<file path="config.mk">
export PLATFORM = sky130hd
export DESIGN_NAME = scl_stall_detector_flat
export DESIGN_NICKNAME = d
export VERILOG_FILES = /design/src/rtl/scl_stall_detector_if.sv /design/src/rtl/scl_stall_detector.sv /design/src/flat_wrapper.sv
export SDC_FILE = /design/constraint.sdc
export NUM_CORES = 1
export LEC_CHECK = 0
export ABC_AREA = 1
export BUFFER_PORTS_ARGS = -buffer_cell sky130_fd_sc_hd__buf_2
export CORE_UTILIZATION = 55
export DETAILED_ROUTE_END_ITERATION = 8
export MAX_ROUTING_LAYER = met4
export PLACE_DENSITY = 0.78
export SYNTH_ARGS = -nofsm -noshare
export SYNTH_HDL_FRONTEND = slang
export SYNTH_SLANG_ARGS = --single-unit
</file>
<file path="constraint.sdc">
create_clock -name i_sdet_clk -period 2.5 [get_ports i_sdet_clk]
set_input_delay 0.5 -clock i_sdet_clk [delete_from_list [all_inputs] [get_ports i_sdet_clk]]
set_output_delay 0.5 -clock i_sdet_clk [all_outputs]
set_load 0.005 [all_outputs]
</file>
<file path="src/rtl/scl_stall_detector_if.sv">
// Bus between the SCL stall detector and its user: control inputs and stall reports.
interface scl_stall_detector_if #(
    parameter int unsigned CNT_WIDTH = 6
);
    logic                 i_sdet_en;
    logic                 i_sdet_scl;
    logic [CNT_WIDTH-1:0] i_sdet_threshold;
    logic                 o_sdet_stall;
    logic                 o_sdet_done;
    logic [CNT_WIDTH-1:0] o_sdet_len;
    logic                 o_sdet_sat;

    modport master (
        output i_sdet_en,
        output i_sdet_scl,
        output i_sdet_threshold,
        input  o_sdet_stall,
        input  o_sdet_done,
        input  o_sdet_len,
        input  o_sdet_sat
    );

    modport slave (
        input  i_sdet_en,
        input  i_sdet_scl,
        input  i_sdet_threshold,
        output o_sdet_stall,
        output o_sdet_done,
        output o_sdet_len,
        output o_sdet_sat
    );
endinterface

</file>
<file path="src/rtl/scl_stall_detector.sv">
// Target-side SCL stall detector: declares a stall once the synchronized SCL has been low
// for a programmable number of cycles, pulses done on release and reports the low time.
module scl_stall_detector #(
    parameter int unsigned CNT_WIDTH   = 6,
    parameter int unsigned SYNC_STAGES = 2
) (
    input logic                 i_sdet_clk,
    input logic                 i_sdet_rst,
    scl_stall_detector_if.slave sdet
);
    typedef enum logic [1:0] {
        StIdle,
        StLow,
        StStalled
    } state_e;

    localparam logic [CNT_WIDTH-1:0] CntMax = '1;
    localparam logic [CNT_WIDTH-1:0] CntOne = CNT_WIDTH'(1);

    logic [SYNC_STAGES-1:0] sync_q;
    logic                   scl_s;
    state_e                 state_q;
    logic [CNT_WIDTH-1:0]   cnt_q;
    logic [CNT_WIDTH-1:0]   cnt_inc;
    logic                   thr_nz;
    logic                   thr_hit;
    logic                   stall_q;
    logic                   done_q;
    logic [CNT_WIDTH-1:0]   len_q;
    logic                   sat_q;

    // SCL synchronizer; stages reset to the idle-high level so reset never looks like a fall.
    always_ff @(posedge i_sdet_clk or posedge i_sdet_rst) begin
        if (i_sdet_rst) begin
            sync_q <= '1;
        end else begin
            sync_q <= {sync_q[SYNC_STAGES-2:0], sdet.i_sdet_scl};
        end
    end

    assign scl_s = sync_q[SYNC_STAGES-1];

    // Saturating next count and threshold compare (cnt_q is 0 in idle, so this covers entry).
    always_comb begin
        cnt_inc = (cnt_q == CntMax) ? cnt_q : cnt_q + CntOne;
        thr_nz  = (sdet.i_sdet_threshold != '0);
        thr_hit = thr_nz && (cnt_inc >= sdet.i_sdet_threshold);
    end

    // Stall FSM with registered outputs; disable wins over everything and keeps len/sat.
    always_ff @(posedge i_sdet_clk or posedge i_sdet_rst) begin
        if (i_sdet_rst) begin
            state_q <= StIdle;
            cnt_q   <= '0;
            stall_q <= 1'b0;
            done_q  <= 1'b0;
            len_q   <= '0;
            sat_q   <= 1'b0;
        end else begin
            done_q <= 1'b0;
            if (!sdet.i_sdet_en) begin
                state_q <= StIdle;
                cnt_q   <= '0;
                stall_q <= 1'b0;
            end else begin
                unique case (state_q)
                    StIdle: begin
                        cnt_q <= '0;
                        if (thr_nz && !scl_s) begin
                            cnt_q <= CntOne;
                            if (thr_hit) begin
                                state_q <= StStalled;
                                stall_q <= 1'b1;
                            end else begin
                                state_q <= StLow;
                            end
                        end
                    end
                    StLow: begin
                        if (scl_s) begin
                            // Ordinary low phase: drop it silently.
                            state_q <= StIdle;
                            cnt_q   <= '0;
                        end else begin
                            cnt_q <= cnt_inc;
                            if (thr_hit) begin
                                state_q <= StStalled;
                                stall_q <= 1'b1;
                            end
                        end
                    end
                    StStalled: begin
                        if (scl_s) begin
                            state_q <= StIdle;
                            cnt_q   <= '0;
                            stall_q <= 1'b0;
                            done_q  <= 1'b1;
                            len_q   <= cnt_q;
                            sat_q   <= (cnt_q == CntMax);
                        end else begin
                            cnt_q <= cnt_inc;
                        end
                    end
                    default: begin
                        state_q <= StIdle;
                        cnt_q   <= '0;
                        stall_q <= 1'b0;
                    end
                endcase
            end
        end
    end

    assign sdet.o_sdet_stall = stall_q;
    assign sdet.o_sdet_done  = done_q;
    assign sdet.o_sdet_len   = len_q;
    assign sdet.o_sdet_sat   = sat_q;
endmodule

</file>
<file path="src/flat_wrapper.sv">
// flat-port wrapper written by rule: the top's interface ports become plain ports
module scl_stall_detector_flat 
#(
    parameter int unsigned CNT_WIDTH   = 6,
    parameter int unsigned SYNC_STAGES = 2
)
  (i_sdet_clk, i_sdet_rst, sdet_i_sdet_en, sdet_i_sdet_scl, sdet_i_sdet_threshold, sdet_o_sdet_stall, sdet_o_sdet_done, sdet_o_sdet_len, sdet_o_sdet_sat);
  scl_stall_detector_if #(.CNT_WIDTH(CNT_WIDTH)) sdet_i ();
  input logic i_sdet_clk;
  input logic i_sdet_rst;
  input wire logic [$bits(sdet_i.i_sdet_en)-1:0] sdet_i_sdet_en;
  input wire logic [$bits(sdet_i.i_sdet_scl)-1:0] sdet_i_sdet_scl;
  input wire logic [$bits(sdet_i.i_sdet_threshold)-1:0] sdet_i_sdet_threshold;
  output wire logic [$bits(sdet_i.o_sdet_stall)-1:0] sdet_o_sdet_stall;
  output wire logic [$bits(sdet_i.o_sdet_done)-1:0] sdet_o_sdet_done;
  output wire logic [$bits(sdet_i.o_sdet_len)-1:0] sdet_o_sdet_len;
  output wire logic [$bits(sdet_i.o_sdet_sat)-1:0] sdet_o_sdet_sat;
  assign sdet_i.i_sdet_en = sdet_i_sdet_en;
  assign sdet_i.i_sdet_scl = sdet_i_sdet_scl;
  assign sdet_i.i_sdet_threshold = sdet_i_sdet_threshold;
  assign sdet_o_sdet_stall = sdet_i.o_sdet_stall;
  assign sdet_o_sdet_done = sdet_i.o_sdet_done;
  assign sdet_o_sdet_len = sdet_i.o_sdet_len;
  assign sdet_o_sdet_sat = sdet_i.o_sdet_sat;
  scl_stall_detector #(.CNT_WIDTH(CNT_WIDTH), .SYNC_STAGES(SYNC_STAGES)) u_core (.i_sdet_clk(i_sdet_clk), .i_sdet_rst(i_sdet_rst), .sdet(sdet_i));
endmodule
</file>
==> results.json, run 1 <==
{
  "layout-drive-gt1-share": 0.260,
  "cp_max_fo": 4,
  "dr.first_iter.drc_count": 21,
  "synthesis.area_um2": 1190,
  "synth_edf_count": 0,
  "clk_pin_slew_ns": 0.11,
  "ys_seq_elements": 19,
  "hold_start": "sdet_i_sdet_scl",
  "vias_per_cell": 4.79,
  "worstHoldEndpoint": "u_core.sync_q[0]",
  "die_w_um": 48.4,
  "min-delay-path-class": "input port to register",
  "initial_utilization": 0.593,
  "first_pass_iters": 4,
  "grt_max_degree": 20,
  "clkLatencyLatePin_ns": 0.30,
  "rr_worst_depth": 19,
  "htree_levels": 1,
  "crit_required_ns": 2.71,
  "p_seq_frac": 0.439,
  "max_clock_freq_mhz": 436,
  "synth_area_leaders": "dfrtp_1, nand2_1, ha_1",
  "setup_viol": 0,
  "wl_per_cell_um": 10.9,
  "synth_top_area_frac": 0.359,
  "r2r-start": "u_core.cnt_q[1]",
  "core_area_um2": 2000,
  "dp_hpwl_mm": 1.73,
  "maxSlewViolCount": 0,
  "p_int_w": 0.000604,
  "grt_pass1_vias": 933,
  "synth_seq_area_share": 0.403,
  "dieArea_um2": 2350,
  "tightest_slew_ns": 0.713,
  "fin_nets": 203,
  "avgSynthCellArea_um2": 7.70,
  "cts_inserted_buffers": 3,
  "synth.distinct_cells": 18,
  "final_cell_count_no_fill": 208,
  "ioPinCount": 19,
  "relSlewSlack": 0.524,
  "ys.flop_type": "dfrtp_1",
  "period_needed_ns": 2.29,
  "gp_congestion": 0.885,
  "yosys-top-cells-count": "nand2_1, inv_1, dfrtp_1",
  "holdBufCountCts": 0,
  "rrSetupSlack_ns": 0.21,
  "post-synth-top-count-cell": "nand2_1",
  "crit_type": "register to register",
  "root_buffer": "clkbuf_4",
  "antenna_found_initial": 0,
  "grt_overflow": 0,
  "grt_pass1_wl_mm": 3.90,
  "antenna_cells": 0,
  "synthArstFlopShare": 1.00,
  "power_density_nw_per_um2": 696,
  "grt_setup_unrepaired": "false",
  "synth_fp_nets": 175,
  "pwr-share-comb": 0.398,
  "cts_buffer_depth": 2,
  "cts_tree": "built",
  "portBuffers": 18,
  "num_vias": 997,
  "ir_worst_vdd_v": 0.000429,
  "clkSinkCount": 19,
  "worstSetupStartpointType": "register",
  "r2r-end": "u_core.state_q[1]",
  "track_usage": 0.220,
  "skew_ns": 0.00160,
  "switchingPower_w": 0.000360,
  "ant_nets": 0,
  "maxCapViolations": 0,
  "worstPathArrival_ns": 2.50,
  "remaining_drc_errors": 0,
  "n_fill_cell": 172,
  "synth_warnings": 0,
  "synthCells": 154,
  "end_kind": "register",
  "rows": 16,
  "p_clk_frac": 0.164,
  "hold_violations": 0,
  "p_sw_frac": 0.373,
  "status": "finished clean",
  "synth_top_cell_by_area": "dfrtp_1",
  "placed_cells": 198,
  "die_y_um": 48.4,
  "leakagePower_nw": 0.842,
  "whs_path_depth": 1,
  "area_growth_pct": 16.7,
  "min_period_over_period": 0.917,
  "wirelength_mm": 2.27,
  "fin_tns_setup_ns": 0
}
==> layout make-up <==
cell class / instances / area [um^2] / share of cell area
multi-input cells: 99 / 578 / 0.418
inverters: 35 / 131 / 0.0949
well taps: 27 / 33.8 / 0.0244
clock buffers: 3 / 22.5 / 0.0163
clock inverters: 1 / 5.00 / 0.00362
repair buffers: 24 / 135 / 0.0976
flip-flops and latches: 19 / 478 / 0.345
==> cell usage in the layout (no fill, tap or decap) <==
cell      Yosys  final
nand3_2       1      1
ha_1         11     10
nor2_2        1      1
nor2_1       14     14
xor2_2        0      1
ha_2          0      1
buf_4         0      6
o21ai_2       7      7
buf_2         0     18
nand2_2       0      1
clkbuf_4      0      3
o21ai_0       2      2
dfrtp_1      17     17
xor2_1        2      1
inv_2         2      2
inv_1        33     33
nand2_1      47     46
clkinv_2      0      1
nor3_4        1      1
a21oi_1       5      5
nand3_1       6      6
dfstp_2       2      2
nand2_4       1      1
nor2_4        1      1
==> worst max-delay path: stages, from the launching register on <==
cell and delay (ns):
dfrtp_1 0.40, ha_2 0.21, nand3_2 0.13, nor2_4 0.17, nand2_4 0.09, xor2_2 0.20, inv_1 0.07, ha_1 0.27
inv_1 0.06, nand2_1 0.04, nand2_1 0.05, nand2_1 0.06, nand2_1 0.06, nand2_1 0.05, nand2_2 0.09, nand2_1 0.06
nand2_1 0.07, nand2_1 0.05, nand2_1 0.05, inv_1 0.03
==> metrics by stage <==
step	hold WS, ns	setup slack [ns]	utilization	area [um^2]	power (W)
5_1_grt	0.264	0.0188	0.691	1380	0.00105
3_5_place_dp	0.350	0.159	0.649	1300	0.000791
4_1_cts	0.278	0.137	0.663	1330	0.000950
3_3_place_gp	0.347	0.245	0.649	1300	0.000763
6_report	0.285	0.207	0.691	1380	0.000964
2_1_floorplan	0.345	0.421	-	1190	0.000672
==> power by group through the flow <==
stage | Clock [W] | Combinational [W] | Sequential, W
finish | 0.000158 | 0.000383 | 0.000423
global route | 0.000177 | 0.000441 | 0.000436
CTS | 0.000163 | 0.000360 | 0.000428
detailed placement | 0 | 0.000358 | 0.000433
global placement | 0 | 0.000337 | 0.000426
floorplan | 0 | 0.000240 | 0.000432
==> sequential cells by signal, indices dropped and copies added, names as in the netlist <==
name / cells
u_core.sync_q: 2
u_core.sdet.o_sdet_stall: 1
u_core.cnt_q: 6
u_core.state_q: 2
u_core.sdet.o_sdet_sat: 1
u_core.sdet.o_sdet_len: 6
u_core.sdet.o_sdet_done: 1
==> metal layers <==
metal,GRT usage,part of all wire,vias to the layer above
li1,-,-,513
met1,0.245,0.43,460
met2,0.411,0.54,22
met3,0.0283,0.019,2
met4,0.0588,0.0093,0
met5,-,0,-
==> timing repair <==
item                       4_1_cts  5_1_grt
setup endpoints to repair        0        3
buffers inserted                 0        6
gates resized for setup          0        3
==> how the worst max path moves through the flow <==
| stage | startpoint | to | cells past startpoint | slack, ns |
|---|---|---|---|---|
| final | u_core.cnt_q[1] | u_core.state_q[1] | 19 | 0.21 |
| after global placement | u_core.cnt_q[0] | u_core.state_q[1] | 19 | 0.24 |
| after CTS | u_core.cnt_q[0] | u_core.state_q[1] | 19 | 0.14 |
| after detailed placement | u_core.cnt_q[0] | u_core.state_q[1] | 19 | 0.16 |
| after global routing | u_core.cnt_q[1] | u_core.state_q[1] | 19 | 0.02 |
| after floorplan | u_core.cnt_q[0] | u_core.state_q[1] | 19 | 0.42 |
==> kinds of logic (layout without fill, tap and decap cells) <==
family                   after synthesis  count (layout)  share of synthesized area
AND/OR/NAND/NOR                       72              72                      0.265
XOR/XNOR                               2               2                     0.0148
flip-flops                            19              19                      0.403
adder cells (fa/ha/maj)               11              11                      0.116
AO/OA/AOI/OAI                         14              14                     0.0812
buffers and inverters                 36              63                      0.120
(Power assumes the default switching activity.)
==> inputs of run 2 (changes only) <==
- CORE_UTILIZATION: 55 -> 50
- PLACE_DENSITY: 0.78 -> 0.75
- clock period: 2.5 -> 1.9 ns (I/O delays scaled with it)
==> results.json, run 2 (synthesis gave the netlist of run 1 again) <==
{
  "vias_per_cell": 4.84,
  "dieArea_um2": 2570,
  "area_growth_pct": 30.8,
  "rrSetupSlack_ns": -0.31,
  "wl_per_cell_um": 11.4,
  "tightest_slew_ns": 0.707,
  "power_density_nw_per_um2": 854,
  "dp_hpwl_mm": 1.92,
  "final_cell_count_no_fill": 221,
  "grt_pass1_wl_mm": 4.18,
  "remaining_drc_errors": 0,
  "fin_nets": 215,
  "relSlewSlack": 0.528,
  "fin_ws_ns": -0.309,
  "min-delay-path-class": "input port to register",
  "crit_type": "register to register",
  "final_common_cell": "nand2_1",
  "clkLatencyLatePin_ns": 0.30,
  "holdBufCountCts": 0,
  "max_clock_freq_mhz": 453,
  "worstPathArrival_ns": 2.42,
  "wirelength_mm": 2.53,
  "htree_levels": 1,
  "initial_utilization": 0.531,
  "end_kind": "register",
  "rr_worst_depth": 18,
  "cp_max_fo": 6,
  "period_needed_ns": 2.21,
  "grt_setup_unrepaired": "true",
  "grt_overflow": 0,
  "hold_start": "sdet_i_sdet_scl",
  "grt_max_degree": 20,
  "maxSlewViolCount": 0,
  "whs_path_depth": 1,
  "r2r-end": "u_core.state_q[1]",
  "layout-drive-gt1-share": 0.347,
  "leakagePower_nw": 0.899,
  "ant_nets": 0,
  "regArea_um2": 478,
  "n_fill_cell": 183,
  "die_w_um": 50.7,
  "multi_input_area_um2": 656,
  "min_period_over_period": 1.16,
  "dr.first_iter.drc_count": 17,
  "placed_cells": 212,
  "clk_pin_slew_ns": 0.11,
  "first_pass_iters": 4,
  "grt_pass1_vias": 1074,
  "worstHoldEndpoint": "u_core.sync_q[0]",
  "cts_inserted_buffers": 3,
  "ioPinCount": 19,
  "track_usage": 0.227,
  "antenna_cells": 0,
  "root_buffer": "clkbuf_4",
  "setup_viol": 3,
  "hold_violations": 0,
  "clkSinkCount": 19,
  "timing.hold.ws_ns": 0.162,
  "rows": 17,
  "cts_tree": "built",
  "die_y_um": 50.7,
  "violations": "negative setup slack",
  "core_area_um2": 2230,
  "portBuffers": 18,
  "maxCapViolations": 0,
  "worstSetupStartpointType": "register",
  "fin_tns_setup_ns": -0.840,
  "status": "complete, but fails checks",
  "num_vias": 1069,
  "layout_common_cells": "nand2_1, inv_1, buf_2, buf_4, dfrtp_1",
  "r2r-start": "u_core.cnt_q[1]",
  "crit_required_ns": 2.11,
  "ir_worst_vdd_v": 0.000735,
  "antenna_found_initial": 0,
  "skew_ns": 0.000999,
  "cts_buffer_depth": 2,
  "gp_congestion": 0.860
}
-- run 2: area by class of cell --
class,count,area share
sequential,19,0.308
timing repair buffer,36,0.145
multi-input combinational,99,0.423
tap,28,0.0226
inverter,35,0.0847
clock buffer,4,0.0169
-- run 2: worst max-delay path by stage --
| stage | from | end | slack, ns | cells after the start |
|---|---|---|---|---|
| floorplan | u_core.cnt_q[0] | u_core.state_q[1] | -0.16 | 19 |
| global placement | u_core.cnt_q[0] | u_core.state_q[1] | -0.25 | 19 |
| detailed placement | u_core.cnt_q[0] | u_core.state_q[1] | -0.36 | 19 |
| CTS | u_core.cnt_q[0] | u_core.state_q[1] | -0.30 | 19 |
| global route | u_core.cnt_q[0] | u_core.state_q[1] | -0.49 | 17 |
| finish | u_core.cnt_q[1] | u_core.state_q[1] | -0.31 | 18 |
-- run 2: layer usage --
metal | track usage | up-vias | routed length [um]
met1 | 0.213 | 507 | 1040
li1 | - | 539 | -
met5 | - | - | 0
met4 | 0.0741 | 0 | 23
met2 | 0.438 | 19 | 1380
met3 | 0.0636 | 4 | 75
-- run 2: what timing repair did --
item | CTS | global route
gates cloned | 0 | 0
buffers inserted | 2 | 3
setup endpoints to repair | 3 | 3
pin swaps | 0 | 7
gates resized for setup | 3 | 13
-- run 2: worst max-delay path, cell delays in order, from the launching register on --
cell	delay, ns
dfrtp_1	0.43
ha_4	0.18
nand3_4	0.09
nor2_4	0.16
nand2_4	0.11
buf_4	0.15
nand2_1	0.07
o21ai_2	0.07
ha_1	0.27
nand2_1	0.06
nand2_1	0.05
nand2_1	0.06
nand2_1	0.06
nand2_2	0.09
nand2_2	0.06
nand2_2	0.06
nand2_1	0.05
nand2_1	0.06
inv_1	0.04
-- run 2: power breakdown --
part | internal (W) | switching (W)
clock | 0.0000820 | 0.000130
combinational | 0.000242 | 0.000313
sequential | 0.000499 | 0.0000585
total | 0.000823 | 0.000501
-- run 2: per-stage QoR --
| stage | setup slack (ns) | instance area [um^2] | power (W) | utilization |
|---|---|---|---|---|
| final | -0.309 | 1550 | 0.00132 | 0.695 |
| after detailed placement | -0.360 | 1400 | 0.00105 | 0.628 |
| after global placement | -0.250 | 1400 | 0.00102 | 0.628 |
| after floorplan | -0.161 | 1190 | 0.000885 | - |
| after global routing | -0.487 | 1550 | 0.00144 | 0.695 |
| after CTS | -0.298 | 1460 | 0.00128 | 0.655 |
==> inputs of run 3 (changes only) <==
- TNS_END_PERCENT: not set -> 1
==> results.json, run 3 (synthesis gave the netlist of run 1 again) <==
{
  "status": "complete, but fails checks",
  "violations": "negative setup slack",
  "htree_levels": 1,
  "setup_viol": 3,
  "die_w_um": 50.7,
  "clkSinkCount": 19,
  "worstSetupStartpointType": "register",
  "post-route-cell-area_um2": 1480,
  "gp_congestion": 0.850,
  "max_stage_delay_ns": 0.37,
  "cts_buffer_depth": 2,
  "area_growth_pct": 25.0,
  "layout-drive-gt1-share": 0.313,
  "crit_path_start": "u_core.cnt_q[1]",
  "clk_pin_slew_ns": 0.11,
  "max_clock_freq_mhz": 469,
  "cts_tree": "built",
  "rr_worst_depth": 19,
  "wl_per_cell_um": 10.8,
  "initial_utilization": 0.531,
  "p_clk_frac": 0.157,
  "cpLargestDelayFamily": "simple AND/OR/NAND/NOR gates",
  "ir_worst_vdd_v": 0.000622,
  "dr.first_iter.drc_count": 14,
  "portBuffers": 18,
  "final_common_cell": "nand2_1",
  "power_density_nw_per_um2": 850,
  "worst-path-stages": 19,
  "grt_max_degree": 20,
  "slowest_stage": "dfrtp_1",
  "grt_pass1_vias": 1060,
  "wirelength_mm": 2.37,
  "die_y_um": 50.7,
  "p_int_w": 0.000801,
  "hold_violations": 0,
  "crit_type": "register to register",
  "r2r-end": "u_core.state_q[1]",
  "dieArea_um2": 2570,
  "r2r-start": "u_core.cnt_q[1]",
  "first_pass_iters": 4,
  "cts_inserted_buffers": 3,
  "maxCapViolations": 0,
  "grt_pass1_wl_mm": 4.11,
  "rrSetupSlack_ns": -0.23,
  "track_usage": 0.221,
  "fin_nets": 214,
  "clkLatencyLatePin_ns": 0.30,
  "fin_ws_ns": -0.233,
  "core_area_um2": 2230,
  "p_sw_frac": 0.365,
  "worstPathBufferInverterCount": 3,
  "switchingPower_w": 0.000460,
  "dp_hpwl_mm": 1.91,
  "relSlewSlack": 0.530,
  "layout_common_cells": "nand2_1, inv_1, buf_2, buf_4, dfrtp_1",
  "antenna_found_initial": 0,
  "rows": 17,
  "p_seq_frac": 0.438,
  "num_vias": 1039,
  "leakagePower_nw": 0.894,
  "pwr-share-comb": 0.405,
  "cp_max_fo": 6,
  "path_cells": "ha_2 -> nand3_4 -> nor2_4 -> nand2_4 -> xor2_2 -> inv_1 -> ha_1 -> inv_1 -> nand2_1 -> nand2_1 -> nand2_1 -> nand2_1 -> nand2_1 -> nand2_2 -> nand2_2 -> nand2_2 -> nand2_1 -> nand2_1 -> inv_1",
  "min_period_over_period": 1.12,
  "grt_setup_unrepaired": "true",
  "fin_tns_setup_ns": -0.575,
  "maxSlewViolCount": 0,
  "root_buffer": "clkbuf_4",
  "place_area_um2": 1420,
  "endpoint": "u_core.state_q[1]",
  "ant_nets": 0,
  "remaining_drc_errors": 0,
  "antenna_cells": 0,
  "worstPathArrival_ns": 2.32,
  "crit_top_cell": "nand2_1",
  "min-delay-path-class": "input port to async pin",
  "holdBufCountCts": 0,
  "crit_required_ns": 2.09,
  "skew_ns": 0.0132,
  "vias_per_cell": 4.72,
  "end_kind": "register",
  "grt_overflow": 0,
  "period_needed_ns": 2.13,
  "ioPinCount": 19,
  "tightest_slew_ns": 0.704
}
## run 3: how the worst min path moves through the flow
| stage | from | to | slack, ns | depth (start not counted) |
|---|---|---|---|---|
| CTS | sdet_i_sdet_scl | u_core.sync_q[0] | 0.17 | 1 |
| detailed placement | u_core.sync_q[0] | u_core.sync_q[1] | 0.35 | 0 |
| finish | i_sdet_rst | u_core.sdet.o_sdet_len[0] | 0.17 | 2 |
| global placement | u_core.sync_q[0] | u_core.sync_q[1] | 0.35 | 0 |
| floorplan | i_sdet_rst | u_core.cnt_q[0] | 0.33 | 1 |
| global route | sdet_i_sdet_scl | u_core.sync_q[0] | 0.16 | 1 |
## run 3: area by class of cell
type | instances | area [um^2]
clock buffers | 4 | 26.3
repair buffers | 35 | 218
multi-input cells | 99 | 594
inverters | 35 | 131
flip-flops and latches | 19 | 478
fillers | 195 | 751
well taps | 28 | 35.0
## run 3: per-layer routing
| layer | global-route usage | up-vias | routed length [um] |
|---|---|---|---|
| met5 | - | - | 0 |
| met1 | 0.213 | 477 | 913 |
| met4 | 0.0972 | 0 | 31 |
| met3 | 0.0485 | 4 | 67 |
| met2 | 0.418 | 23 | 1350 |
| li1 | - | 535 | - |
## run 3: power groups by stage
stage / sequential, W / clock [W] / combinational [W]
2_1_floorplan: 0.000568 / 0 / 0.000317
3_3_place_gp: 0.000559 / 0 / 0.000458
3_5_place_dp: 0.000563 / 0 / 0.000484
4_1_cts: 0.000553 / 0.000210 / 0.000509
5_1_grt: 0.000561 / 0.000222 / 0.000598
6_report: 0.000551 / 0.000198 / 0.000511
## run 3: what timing repair did
action	CTS	global route
setup endpoints to repair	3	3
resized for setup	4	3
gates cloned	0	0
setup buffers	2	0
## run 3: metrics by stage
| stage | total power, W | utilization | instances | setup WS (ns) | hold slack, ns |
|---|---|---|---|---|---|
| after global placement | 0.00102 | 0.634 | 214 | -0.255 | 0.348 |
| after detailed placement | 0.00105 | 0.634 | 214 | -0.326 | 0.349 |
| after floorplan | 0.000885 | - | 154 | -0.176 | 0.330 |
| after CTS | 0.00127 | 0.660 | 220 | -0.248 | 0.170 |
| final | 0.00126 | 0.664 | 220 | -0.233 | 0.174 |
| after global routing | 0.00138 | 0.664 | 220 | -0.469 | 0.158 |
## run 3: worst register-to-register path, delay by kind of cell, from the launching register on
kind	cells	cell delay [ns]
adder cells (fa/ha/maj)	2	0.48
XOR/XNOR	1	0.17
flip-flops	1	0.37
buffers and inverters	3	0.16
AND/OR/NAND/NOR	13	0.86
